File: src/rtl/instr_fetch.sv
// RV32I instruction fetch stage: PC ownership, credit-based imem requests, in-order instruction buffer.
// Optional macro FETCH_PERF_CNT_EN adds the fetch_cnt output counting instructions accepted by decode.
module instr_fetch #(
    parameter logic [31:0] RESET_PC   = 32'h0000_0000,
    parameter int          FIFO_DEPTH = 2
) (
    input  logic        clk,
    input  logic        rst,
    output logic        imem_req,
    output logic [31:0] imem_addr,
    input  logic        imem_gnt,
    input  logic        imem_rvalid,
    input  logic [31:0] imem_rdata,
    input  logic        redirect_valid,
    input  logic [31:0] redirect_pc,
    output logic        instr_valid,
    output logic [31:0] instr,
    output logic [31:0] instr_pc,
    input  logic        instr_ready
`ifdef FETCH_PERF_CNT_EN
    ,
    output logic [31:0] fetch_cnt
`endif
);

    localparam int AW = (FIFO_DEPTH > 2) ? $clog2(FIFO_DEPTH) : 1;
    localparam int CW = AW + 1;
    localparam logic [CW:0]   DEPTH_C  = (CW + 1)'(FIFO_DEPTH);
    localparam logic [CW-1:0] CNT_ZERO = {CW{1'b0}};
    localparam logic [CW-1:0] CNT_ONE  = CW'(1);
    localparam logic [AW-1:0] PTR_ZERO = {AW{1'b0}};
    localparam logic [AW-1:0] PTR_ONE  = AW'(1);

    logic [31:0]   fetch_pc_r;
    logic [CW-1:0] out_cnt_r;
    logic [CW-1:0] disc_cnt_r;
    logic [CW-1:0] fifo_cnt_r;
    logic [AW-1:0] wr_ptr_r;
    logic [AW-1:0] rd_ptr_r;
    logic [AW-1:0] tag_wr_r;
    logic [AW-1:0] tag_rd_r;
    logic [31:0]   data_mem_r [FIFO_DEPTH];
    logic [31:0]   pc_mem_r   [FIFO_DEPTH];
    logic [31:0]   tag_mem_r  [FIFO_DEPTH];

    logic [CW:0]   credit_sum_s;
    logic          grant_s;
    logic          rsp_s;
    logic          drop_s;
    logic          push_s;
    logic          pop_s;
    logic [CW-1:0] out_next_s;
    logic          unused_s;

    assign unused_s = ^redirect_pc[1:0];

    // Credits: every buffered word and every in-flight request holds one FIFO slot.
    assign credit_sum_s = {1'b0, fifo_cnt_r} + {1'b0, out_cnt_r};
    assign imem_req     = !rst && (credit_sum_s < DEPTH_C);
    assign imem_addr    = fetch_pc_r;
    assign grant_s      = imem_req && imem_gnt;
    assign rsp_s        = imem_rvalid && (out_cnt_r != CNT_ZERO);
    assign drop_s       = rsp_s && (disc_cnt_r != CNT_ZERO);
    assign push_s       = rsp_s && !drop_s;
    assign instr_valid  = (fifo_cnt_r != CNT_ZERO);
    assign pop_s        = instr_valid && instr_ready;
    assign instr        = data_mem_r[rd_ptr_r];
    assign instr_pc     = pc_mem_r[rd_ptr_r];

    // Outstanding count after this cycle's grant and response.
    always_comb begin
        out_next_s = out_cnt_r;
        if (grant_s && !rsp_s) begin
            out_next_s = out_cnt_r + CNT_ONE;
        end else if (!grant_s && rsp_s) begin
            out_next_s = out_cnt_r - CNT_ONE;
        end else begin
            out_next_s = out_cnt_r;
        end
    end

    // Fetch PC: redirect wins over the sequential increment.
    always_ff @(posedge clk or posedge rst) begin
        if (rst) begin
            fetch_pc_r <= RESET_PC & ~32'd3;
        end else if (redirect_valid) begin
            fetch_pc_r <= {redirect_pc[31:2], 2'b00};
        end else if (grant_s) begin
            fetch_pc_r <= fetch_pc_r + 32'd4;
        end
    end

    // In-flight and to-be-discarded response counters.
    always_ff @(posedge clk or posedge rst) begin
        if (rst) begin
            out_cnt_r  <= CNT_ZERO;
            disc_cnt_r <= CNT_ZERO;
        end else begin
            out_cnt_r <= out_next_s;
            if (redirect_valid) begin
                disc_cnt_r <= out_next_s;
            end else if (drop_s) begin
                disc_cnt_r <= disc_cnt_r - CNT_ONE;
            end
        end
    end

    // PC tags of in-flight requests; discarded responses retire their tag too.
    always_ff @(posedge clk or posedge rst) begin
        if (rst) begin
            tag_wr_r <= PTR_ZERO;
            tag_rd_r <= PTR_ZERO;
            for (int i = 0; i < FIFO_DEPTH; i++) begin
                tag_mem_r[i] <= 32'd0;
            end
        end else begin
            if (grant_s) begin
                tag_mem_r[tag_wr_r] <= fetch_pc_r;
                tag_wr_r            <= tag_wr_r + PTR_ONE;
            end
            if (rsp_s) begin
                tag_rd_r <= tag_rd_r + PTR_ONE;
            end
        end
    end

    // Instruction buffer; a redirect drops everything including this cycle's push.
    always_ff @(posedge clk or posedge rst) begin
        if (rst) begin
            wr_ptr_r   <= PTR_ZERO;
            rd_ptr_r   <= PTR_ZERO;
            fifo_cnt_r <= CNT_ZERO;
            for (int i = 0; i < FIFO_DEPTH; i++) begin
                data_mem_r[i] <= 32'd0;
                pc_mem_r[i]   <= 32'd0;
            end
        end else if (redirect_valid) begin
            wr_ptr_r   <= PTR_ZERO;
            rd_ptr_r   <= PTR_ZERO;
            fifo_cnt_r <= CNT_ZERO;
        end else begin
            if (push_s) begin
                data_mem_r[wr_ptr_r] <= imem_rdata;
                pc_mem_r[wr_ptr_r]   <= tag_mem_r[tag_rd_r];
                wr_ptr_r             <= wr_ptr_r + PTR_ONE;
            end
            if (pop_s) begin
                rd_ptr_r <= rd_ptr_r + PTR_ONE;
            end
            if (push_s && !pop_s) begin
                fifo_cnt_r <= fifo_cnt_r + CNT_ONE;
            end else if (!push_s && pop_s) begin
                fifo_cnt_r <= fifo_cnt_r - CNT_ONE;
            end
        end
    end

`ifdef FETCH_PERF_CNT_EN
    // Accepted-instruction counter; survives redirects.
    always_ff @(posedge clk or posedge rst) begin
        if (rst) begin
            fetch_cnt <= 32'd0;
        end else if (pop_s) begin
            fetch_cnt <= fetch_cnt + 32'd1;
        end
    end
`endif

endmodule
File: config.mk
export PLATFORM = sky130hd
export DESIGN_NAME = instr_fetch
export DESIGN_NICKNAME = d
export VERILOG_FILES = /design/src/rtl/instr_fetch.sv
export SDC_FILE = /design/constraint.sdc
export NUM_CORES = 1
export LEC_CHECK = 0
export CORE_MARGIN = 2
export CORE_UTILIZATION = 35
export CTS_CLUSTER_SIZE = 24
export DETAILED_ROUTE_END_ITERATION = 16
export GPL_TIMING_DRIVEN = 1
export HOLD_SLACK_MARGIN = 0.03
export PLACE_DENSITY_LB_ADDON = 0.05
export SYNTH_ARGS = -nofsm -noshare
export SYNTH_HDL_FRONTEND = slang
export SYNTH_SLANG_ARGS = --single-unit
File: constraint.sdc
create_clock -name clk -period 14.5 [get_ports clk]
set_input_delay 4.35 -clock clk [delete_from_list [all_inputs] [get_ports clk]]
set_output_delay 4.35 -clock clk [all_outputs]
set_load 0.02 [all_outputs]
Word-level counts from Yosys, hierarchy flattened
Cells that the tools add are included.

word-level totals
  bits in read-only memories = 0
  memories = 0
  output and inout bits = 98
  bits in writable memories = 0
  flip-flop bits (word level) = 234
  latch bits = 0
  word-level logic and storage cells = 93

operators by class
  div/mod/pow operators = 0
  bitwise operators = 5
  eq/ne operators = 0
  multiply operators = 0
  shift-type cells = 0
  multiplexer cells = 29
  add/sub/neg operators = 11
  $lt $le $gt $ge = 7
  reductions and logical operators = 27

operator list
  kind                     number
  $mux W32                 13
  $bwmux W64               3
  $demux W32 S1            2
  $add A32 B3 Y32 const B  1
  $mux W2                  7
  $reduce_bool A2 Y1       7
  $logic_and A1 B1 Y1      12
  $ge A2 B2 Y1 const B     4
  $not A1 Y2               4
  $logic_not A1 Y1         6
  $sub A2 B1 Y2 const B    3
  $add A1 B1 Y1 const B    4
  $add A2 B1 Y2 const B    2
  $lt A2 B1 Y1 const B     2
  $mux W1                  4
  $add A2 B2 Y3            1
  $lt A3 B2 Y1 const B     1
  $reduce_bool A3 Y1       1
  $reduce_and A2 Y1        1
  $not A1 Y1               1

Logic depth before layout (Yosys ltp)
Gate-level depths: netlist of the first run.

  depth after elaboration = 10
  depth in mapped cells = 8
  depth with buffers taken out = 6

Least setup slack after synthesis of the first run
Ideal clock, no wire load.

  path type = input to output
  start point = input port rst
  end point = output port imem_req
  slack = 5345 ps
  stages = 1
  buffers on the path = 0
  arrival = 4805 ps
  path through = nor3_1

between the ends
  cells in the longest elaborated chain, start to end = 2

RTL lines
  what                        RTL line  text
  start: declaration          8         input logic rst,
  $logic_not A1 Y1 (no line)  -
  $logic_and A1 B1 Y1         59        assign imem_req = !rst && (credit_sum_s < DEPTH_C);
  end: declaration            9         output logic imem_req,

No other way between the ends.

Worst setup path in the final report of the first run
Ends and elaborated chain as after synthesis.

==> run metrics, run 1 <==
EDFF count, synth=0; Num CTS Buffers=26; main combinational cell family by area after synthesis=multiplexers; total power=2.58 mW; Rel. slew slack=0.264; xor/xnor share of the synthesized area=0.0175; Seq pwr share=0.399; Longest Clk Path Bufs=3; cts repair resizes=0; CP Buf/Inv Count=2; Nets=1055; Clk pwr share=0.249; largest net degree at the start of global routing=80; max-cap check violation count=0; final critical-path required period=10.06 ns; Post-synth ARST share=1.00; via/cell ratio=4.93; mux cell area share after synthesis=0.241; Post-Syn Area per Cell=12.1 µm²; initial antenna violation count=0; P_sw=0.818 mW; CTS tree=yes; hold buffer count at CTS=0; Die H=173 µm; fin crit share=0.694; combinational share of power=0.352; CP startpoint kind=input port; Setup TNS=0 ns; Routed WL=24700 µm; Most Frequent Cell on Critical Path=clkdlybuf4s50_1; DRC viols=0; Post-DP HPWL=15600 µm; Hold Path Class=register to register; synth warn=0; clock sinks=224; Crit Path Max Fanout=4; CP delay by family, top=buffers and inverters; # IOs=168; Seq/Total Area, Yosys=0.559; Worst Setup End Kind=output pin; Final Max Slew Viols=0; Die ar.=0.0300 mm²; post-synthesis cell area=0.0100 mm²; maximum VDD drop=0.0822 mV; chip width=173 µm; CTS root buf=clkbuf_16; Cell Chain, Critical Path=clkdlybuf4s50_1 -> nor3_1 -> clkdlybuf4s50_1; H-tree Lvls=1; post-synthesis cell type count=43; Max Fclk=99.4 MHz; critical path type=input port to output pin; status=finished clean; number of iterations in the first detailed-routing pass=4; slowest stage delay, CP=0.63 ns; Core Area=0.0280 mm²; Post-synth top flop=dfrtp_1; RSZ-0062 raised after global routing=no; first-pass GRT wire length=39600 µm; GP Congestion=0.720; post-synthesis cell count=832; Layout area overhead=28.3%; Max stage delay cell, worst path=clkdlybuf4s50_1; critical path arrival=5.71 ns; initial drt markers=362; FP Rows=61; final-report hold violation count=0; final setup fails=0; flops & latches, synth=224; grt total ovfl=0; Int Pwr=1.76 mW; adder-cell share of the synthesized area=0.00773; PortBufs=161; Detail Route Antenna Nets=0; Setup Fix Bufs, Post-CTS=0; Antenna diodes=0; post-layout util=0.460; Switching Fraction=0.317; Synth Area in Compound Gates=0.0605; GRT Total Usage=0.163; Initial Util=0.358; Req. time, crit path=10.15 ns; Worst-Skew Late Latency=0.52 ns; Hold WS=0.486 ns; DR vias=6795; Power Density=200 mW/mm²; actual slew at the worst max-slew pin=1.10 ns; clock skew=0.00986 ns; Leak Pwr=5.43 nW; wire per inst=17.9 µm; fraction of layout cells with a size suffix above 1=0.255; number of global-route vias before repair=6907; Synth Area in Simple Gates=0.0885; Clock Pin Slew Worst Setup and Hold Paths=0.06 ns
==> cells by family (layout without fill, tap and decap cells) <==
kind of cell	count (synthesis)	in the layout
other	1	4
flip-flops	224	224
XOR/XNOR	20	20
adder cells (fa/ha/maj)	6	6
buffers and inverters	65	230
AND/OR/NAND/NOR	188	188
multiplexers	218	218
AO/OA/AOI/OAI	110	110
==> cell usage in the layout, fill, tap and decap left out, drive strengths merged, types with 2 or more instances in the layout <==
| master | instances |
|---|---|
| dfrtp | 224 |
| maj3 | 2 |
| nor3 | 6 |
| nand4 | 12 |
| inv | 8 |
| nor2b | 2 |
| nand2 | 36 |
| mux2i | 31 |
| or4b | 3 |
| or3 | 4 |
| nor4 | 4 |
| xnor2 | 14 |
| clkinv | 7 |
| or4 | 14 |
| a21oi | 61 |
| conb | 4 |
| nor2 | 86 |
| a31oi | 13 |
| o31ai | 9 |
| clkbuf | 40 |
| xor2 | 6 |
| mux2 | 187 |
| o21ai | 22 |
| clkdlybuf4s50 | 161 |
| buf | 13 |
| or2 | 5 |
| nand3 | 9 |
| ha | 3 |
==> power by group through the flow <==
| stage | combinational [mW] | sequential (mW) | clock, mW |
|---|---|---|---|
| 5_1_grt | 0.988 | 1.07 | 0.691 |
| 6_report | 0.909 | 1.03 | 0.641 |
| 3_5_place_dp | 0.920 | 1.04 | 0 |
| 3_3_place_gp | 0.911 | 1.04 | 0 |
| 4_1_cts | 0.925 | 1.03 | 0.666 |
| 2_1_floorplan | 0.623 | 0.982 | 0 |
==> path summary, 6_finish.rpt <==
path | cells past startpoint | slack (ns) | endpoint | startpoint
worst min register to register | 2 | 0.49 | tag_mem_r[25]$_DFFE_PP0P_ | tag_mem_r[25]$_DFFE_PP0P_
worst min-delay path | 2 | 0.49 | tag_mem_r[25]$_DFFE_PP0P_ | tag_mem_r[25]$_DFFE_PP0P_
min in group asynchronous | 2 | 4.41 | imem_addr[27]$_DFFE_PP0P_ | rst
worst max register to register | 6 | 10.92 | imem_addr[22]$_DFFE_PP0P_ | fifo_cnt_r[0]$_DFFE_PP0P_
worst max-delay path | 3 | 4.44 | imem_req | rst
max in group asynchronous | 3 | 8.68 | pc_mem_r[38]$_DFFE_PP0P_ | rst
==> layout make-up <==
cell class,instances,area (µm²)
well taps,378,473
repair buffers,174,1710
flip-flops and latches,224,5610
multi-input cells,546,4200
inverters,9,41.3
fillers,2640,15100
clock buffers,40,785
clock inverters,7,60.1
==> stage by stage <==
stage	worst slack (ns)	cells	instance area [µm²]
finish	4.44	1378	12900
global route	4.38	1378	12900
CTS	4.43	1378	12900
detailed placement	4.45	1331	12000
global placement	4.42	1331	12000
floorplan	4.02	835	10000
==> routing by layer <==
metal	track usage	vias up	wire, µm
met2	0.254	170	11200
met3	0.0331	26	1210
met1	0.239	3342	12000
met4	0.0272	0	327
li1	-	3257	-
met5	0	-	0
==> Yosys cell counts (2+ instances only) <==
cell,number,area share
dfrtp_1,224,0.56
mux2_2,187,0.21
nor2_1,86,0.032
a21oi_1,61,0.030
clkbuf_1,38,0.014
nand2_1,36,0.013
mux2i_1,31,0.031
o21ai_0,22,0.011
or4_1,14,0.010
xnor2_1,14,0.012
a31oi_1,13,0.0081
buf_1,12,0.0045
nand4_1,12,0.0075
nand3_1,9,0.0045
o31ai_1,9,0.0067
inv_1,8,0.0030
nor3_1,6,0.0030
xor2_1,6,0.0052
or2_2,5,0.0031
buf_4,4,0.0030
nor4_1,4,0.0025
or3_1,4,0.0025
ha_1,3,0.0037
buf_2,2,0.0010
maj3_1,2,0.0020
nor2b_1,2,0.0012
or4b_2,2,0.0020
==> flip-flops by register name (all words and copies together) (netlist names), 2 cells and up <==
name	cells
pc_mem_r	60
tag_mem_r	60
data_mem_r	64
disc_cnt_r	2
imem_addr	30
fifo_cnt_r	2
out_cnt_r	2
==> worst register-to-register path: stages (launching register included) <==
cell and delay (ns):
dfrtp_1 0.41, and2_1 0.18, fa_1 0.48, or4b_1 0.88, or4_1 0.81, or4_1 0.57, a31oi_1 0.17
Power figures use the tool's default switching activity.
==> run 2: changes to the inputs <==
Clock period 14.5 ns to 9.49 ns, I/O delays scaled along.
==> run metrics, run 2 (synthesis results as in run 1) <==
status=finished clean (unchanged); Met1 Wirelength=11800 µm (was 12000 µm); final setup fails=0 (unchanged); Leak Pwr=5.42 nW (was 5.43 nW); wire per inst=17.9 µm (about the same); Most flops, register=data_mem_r (unchanged); Hold Path Class=register to register (unchanged); final critical-path required period=7.05 ns; Power Density=306 mW/mm² (was 200 mW/mm²); Setup TNS=0 ns (unchanged); PortBufs=161 (unchanged); Switching Fraction=0.315 (was 0.317); Nets=1053 (was 1055); grt total ovfl=0 (unchanged); Rel. slew slack=0.286 (was 0.264); RSZ-0062 raised after global routing=no (unchanged); Max stage delay cell, worst path=clkdlybuf4s50_1 (unchanged); initial drt markers=320 (was 362); first-pass GRT wire length=40000 µm (was 39600 µm); Max Fclk=142 MHz; hold buffer count at CTS=0 (unchanged); max reg flops=64 (unchanged); Routed WL=24600 µm (was 24700 µm); CP startpoint kind=input port (unchanged); P_sw=1.24 mW (was 0.818 mW); DR vias=6805 (was 6795); Worst-Skew Late Latency=0.52 ns (about the same); # IOs=168 (unchanged); combinational share of power=0.349 (was 0.352); Fillers=2637 (was 2640); Die ar.=0.0300 mm² (unchanged); Seq pwr share=0.400 (was 0.399); GRT Total Usage=0.165 (was 0.163); fin crit share=0.743; met3 routed wirelength=1130 µm (was 1210 µm); slowest stage delay, CP=0.63 ns (about the same); Layout area overhead=28.5% (was 28.3%); Post-DP HPWL=15400 µm (was 15600 µm); Clock Pin Slew Worst Setup and Hold Paths=0.06 ns (about the same); biggest regs=data_mem_r x64, pc_mem_r x60, tag_mem_r x60 (unchanged); GP Congestion=0.722 (was 0.720); initial antenna violation count=0 (unchanged); most frequent cells in the layout=222 x dfrtp_1, 187 x mux2_2, 161 x clkdlybuf4s50_1 (unchanged); CTS root buf=clkbuf_16 (unchanged); chip width=173 µm (unchanged); maximum VDD drop=0.125 mV (was 0.0822 mV); commonest non-fill, non-tap cell in the layout=dfrtp_1 (unchanged); Worst Setup End Kind=output pin (unchanged); Final Max Slew Viols=0 (unchanged); Clk pwr share=0.251 (was 0.249); WL met2=11300 µm (was 11200 µm); Most Frequent Cell on Critical Path=clkdlybuf4s50_1 (unchanged); number of global-route vias before repair=7028 (was 6907); actual slew at the worst max-slew pin=1.07 ns (was 1.10 ns); highest routed metal layer=met4 (unchanged); largest net degree at the start of global routing=104 (was 80); critical path arrival=4.21 ns (was 5.71 ns); number of iterations in the first detailed-routing pass=4 (unchanged); CTS tree=yes (unchanged); Num CTS Buffers=26 (unchanged); Detail Route Antenna Nets=0 (unchanged); cts repair resizes=0 (unchanged); Setup Fix Bufs, Post-CTS=0 (unchanged); Longest Clk Path Bufs=3 (unchanged); FP Rows=61 (unchanged); Int Pwr=2.70 mW (was 1.76 mW); max-cap check violation count=0 (unchanged); Antenna diodes=0 (unchanged); final-report hold violation count=0 (unchanged); critical path type=input port to output pin (unchanged); Initial Util=0.358 (unchanged); DRC viols=0 (unchanged); fraction of layout cells with a size suffix above 1=0.253 (was 0.255); via/cell ratio=4.95 (was 4.93); clock skew=0.0173 ns (was 0.00986 ns); H-tree Lvls=1 (unchanged); Crit Path Max Fanout=4 (unchanged); clock sinks=224 (unchanged); Cell Chain, Critical Path=clkdlybuf4s50_1 -> nor3_1 -> clkdlybuf4s50_1 (unchanged); Core Area=0.0280 mm² (unchanged); total power=3.95 mW (was 2.58 mW); Die H=173 µm (unchanged); Req. time, crit path=6.64 ns (was 10.15 ns)
## run 2: cell types whose count changed in the layout (fill, tap and decap cells not counted)
cell	previous run	this run
clkinv_2	6	2
buf_4	13	10
clkbuf_8	6	8
buf_12	0	1
inv_6	0	1
## run 2: area by class of cell
class | instances | area, µm² | area share
Multi-Input combinational cell | 546 | 4200 | 0.326
Inverter | 9 | 41.3 | 0.00320
Clock buffer | 42 | 812 | 0.0630
Tap cell | 378 | 473 | 0.0367
Timing Repair Buffer | 172 | 1710 | 0.132
Clock inverter | 4 | 48.8 | 0.00379
Sequential cell | 224 | 5610 | 0.435
## run 2: per-stage QoR
step | area, µm² | std cells | worst slack, ns | utilization | hold WS [ns]
3_3_place_gp | 12000 | 1329 | 2.42 | 0.429 | 0.464
6_report | 12900 | 1375 | 2.44 | 0.460 | 0.489
2_1_floorplan | 10000 | 835 | 0.509 | - | 0.450
4_1_cts | 12900 | 1375 | 2.41 | 0.460 | 0.487
3_5_place_dp | 12000 | 1329 | 2.43 | 0.429 | 0.474
5_1_grt | 12900 | 1375 | 2.36 | 0.460 | 0.511
## run 2: critical path, delay by kind of cell
family | cells | cell delay (ns)
buf+inv | 2 | 1.17
simple gates | 1 | 0.19
## run 2: power by group through the flow
stage	clock network (mW)	logic, mW	registers [mW]
3_3_place_gp	0	1.38	1.59
6_report	0.992	1.38	1.58
2_1_floorplan	0	0.953	1.50
4_1_cts	1.03	1.40	1.58
3_5_place_dp	0	1.40	1.60
5_1_grt	1.07	1.50	1.64
## run 2: path summary, 6_finish.rpt
path                       cells past startpoint                      start  slack (ns)                   endpoint
max                                            3                        rst        2.44                   imem_req
min                                            2  tag_mem_r[25]$_DFFE_PP0P_        0.49  tag_mem_r[25]$_DFFE_PP0P_
max reg2reg                                    6  fifo_cnt_r[0]$_DFFE_PP0P_        5.91  imem_addr[22]$_DFFE_PP0P_
min reg2reg                                    2  tag_mem_r[25]$_DFFE_PP0P_        0.49  tag_mem_r[25]$_DFFE_PP0P_
max in group asynchronous                      3                        rst        5.01   imem_addr[4]$_DFFE_PP0P_
min in group asynchronous                      2                        rst        2.94  fifo_cnt_r[1]$_DFFE_PP0P_
## run 2: layer usage
layer  GRT usage  vias up
li1            -     3247
met1       0.232     3364
met2       0.269      162
met3      0.0261       32
met4      0.0332        0
met5           0        -
==> run 3: changes to the inputs <==
Clock period 9.49 ns to 6.3 ns, I/O delays scaled along.
==> run metrics, run 3 (synthesis results as in run 1) <==
RSZ-0062 raised after global routing=no (unchanged); Crit Path Max Fanout=4 (unchanged); Die ar.=0.0300 mm² (unchanged); grt met1 use=0.229 (was 0.232); number of global-route vias before repair=6991 (was 7028); Worst Setup End Kind=output pin (unchanged); number of iterations in the first detailed-routing pass=4 (unchanged); Most flops, register=data_mem_r (unchanged); RR Endpoint=imem_addr[22]$_DFFE_PP0P_ (unchanged); fraction of layout cells with a size suffix above 1=0.254 (was 0.253); hold endpoint=tag_mem_r[25]$_DFFE_PP0P_ (unchanged); post-layout util=0.463 (was 0.460); initial drt markers=302 (was 320); GP Congestion=0.723 (was 0.722); largest net degree at the start of global routing=114 (was 104); GRT met2 Usage=0.259 (was 0.269); P_sw=1.87 mW (was 1.24 mW); hold buffer count at CTS=0 (unchanged); Layout area overhead=29.1% (was 28.5%); R2R depth=7 (was 6); clock sinks=224 (unchanged); Hold WS=0.487 ns (was 0.489 ns); FP Rows=61 (unchanged); GRT Total Usage=0.162 (was 0.165); Final Cell Area=0.0130 mm² (was 0.0129 mm²); critical path arrival=3.19 ns (was 4.21 ns); Seq pwr share=0.396 (was 0.400); Rel. slew slack=0.299 (was 0.286); Die H=173 µm (unchanged); Worst Min Path Start=tag_mem_r[25]$_DFFE_PP0P_ (unchanged); most used routing layer=met2 (unchanged); pre-CTS WS=1.22 ns (was 2.43 ns); commonest non-fill, non-tap cell in the layout=dfrtp_1 (unchanged); CP startpoint kind=input port (unchanged); Detail Route Antenna Nets=0 (unchanged); # IOs=168 (unchanged); Clock Pin Slew Worst Setup and Hold Paths=0.06 ns (about the same); via/cell ratio=4.93 (was 4.95); Worst-Skew Late Latency=0.52 ns (about the same); initial antenna violation count=0 (unchanged); Core Area=0.0280 mm² (unchanged); status=finished clean (unchanged); max-cap check violation count=0 (unchanged); clock skew=0.00712 ns (was 0.0173 ns); final-report hold violation count=0 (unchanged); Antenna diodes=0 (unchanged); maximum VDD drop=0.220 mV (was 0.125 mV); critical path type=input port to output pin (unchanged); wire per inst=17.6 µm (was 17.9 µm); Post-DP Area=0.0121 mm² (was 0.0120 mm²); chip width=173 µm (unchanged); met3 Use GR=0.0274 (was 0.0261); final setup margin=1.22 ns (was 2.44 ns); Final Max Slew Viols=0 (unchanged); first-pass GRT wire length=39400 µm (was 40000 µm); Nets=1056 (was 1053); CTS root buf=clkbuf_16 (unchanged); actual slew at the worst max-slew pin=1.05 ns (was 1.07 ns); Switching Fraction=0.311 (was 0.315); H-tree Lvls=1 (unchanged); DRC viols=0 (unchanged); biggest regs=data_mem_r x64, pc_mem_r x60, tag_mem_r x60 (unchanged); most frequent cells in the layout=222 x dfrtp_1, 187 x mux2_2, 161 x clkdlybuf4s50_1 (unchanged); final critical-path required period=5.08 ns; Critical R2R Launch=fifo_cnt_r[0]$_DFFE_PP0P_ (unchanged); max reg flops=64 (unchanged); Setup TNS=0 ns (unchanged); Clk pwr share=0.257 (was 0.251); DR vias=6797 (was 6805); grt total ovfl=0 (unchanged); fin crit share=0.806; cts repair resizes=0 (unchanged); PortBufs=161 (unchanged); combinational share of power=0.347 (was 0.349); Leak Pwr=5.44 nW (was 5.42 nW); final setup fails=0 (unchanged); Power Density=463 mW/mm² (was 306 mW/mm²); Setup Fix Bufs, Post-CTS=0 (unchanged); Hold Path Class=register to register (unchanged); Req. time, crit path=4.41 ns (was 6.64 ns); Initial Util=0.358 (unchanged); Routed WL=24200 µm (was 24600 µm); hold depth=2 (unchanged); setup slack, reg-to-reg=2.92 ns (was 5.91 ns); Max Fclk=197 MHz; Post-DP HPWL=15400 µm (about the same); Int Pwr=4.13 mW (was 2.70 mW); CTS tree=yes (unchanged); Longest Clk Path Bufs=3 (unchanged); Num CTS Buffers=26 (unchanged)
run 3: power groups by stage:
stage / clock [mW] / combinational, mW / sequential [mW]
floorplan: 0 / 1.44 / 2.26
global placement: 0 / 2.09 / 2.39
detailed placement: 0 / 2.11 / 2.41
CTS: 1.59 / 2.12 / 2.39
global route: 1.66 / 2.27 / 2.47
finish: 1.54 / 2.08 / 2.38
run 3: area by class of cell:
class	instances	area (µm²)
tap	378	473
timing repair buffer	175	1750
sequential	224	5610
clock buffer	40	774
fill	2668	15100
clock inverter	6	108
multi-input combinational	546	4200
inverter	9	37.5
run 3: worst max path at each step:
stage / start / end / slack (ns) / cells after the start
floorplan: rst / data_mem_r[0]$_DFFE_PP0P_ / 1.49 / 1
global route: rst / imem_req / 1.15 / 3
detailed placement: rst / imem_req / 1.22 / 3
finish: rst / imem_req / 1.22 / 3
CTS: rst / imem_req / 1.21 / 3
global placement: rst / imem_req / 1.22 / 3
run 3: stage by stage:
step / total power, mW / instances
6_report: 5.99 / 1378
5_1_grt: 6.39 / 1378
4_1_cts: 6.10 / 1378
3_5_place_dp: 4.52 / 1332
3_3_place_gp: 4.49 / 1332
2_1_floorplan: 3.70 / 835
run 3: worst max-delay path, cell delays in order:
cell and delay, ns:
clkdlybuf4s50_1 0.49, nor3_1 0.17, clkdlybuf4s50_1 0.63
run 3: per-layer routing:
metal	wire, µm	part of all wire
met3	1180	0.049
met1	11600	0.48
met2	11000	0.45
met5	0	0
met4	417	0.017
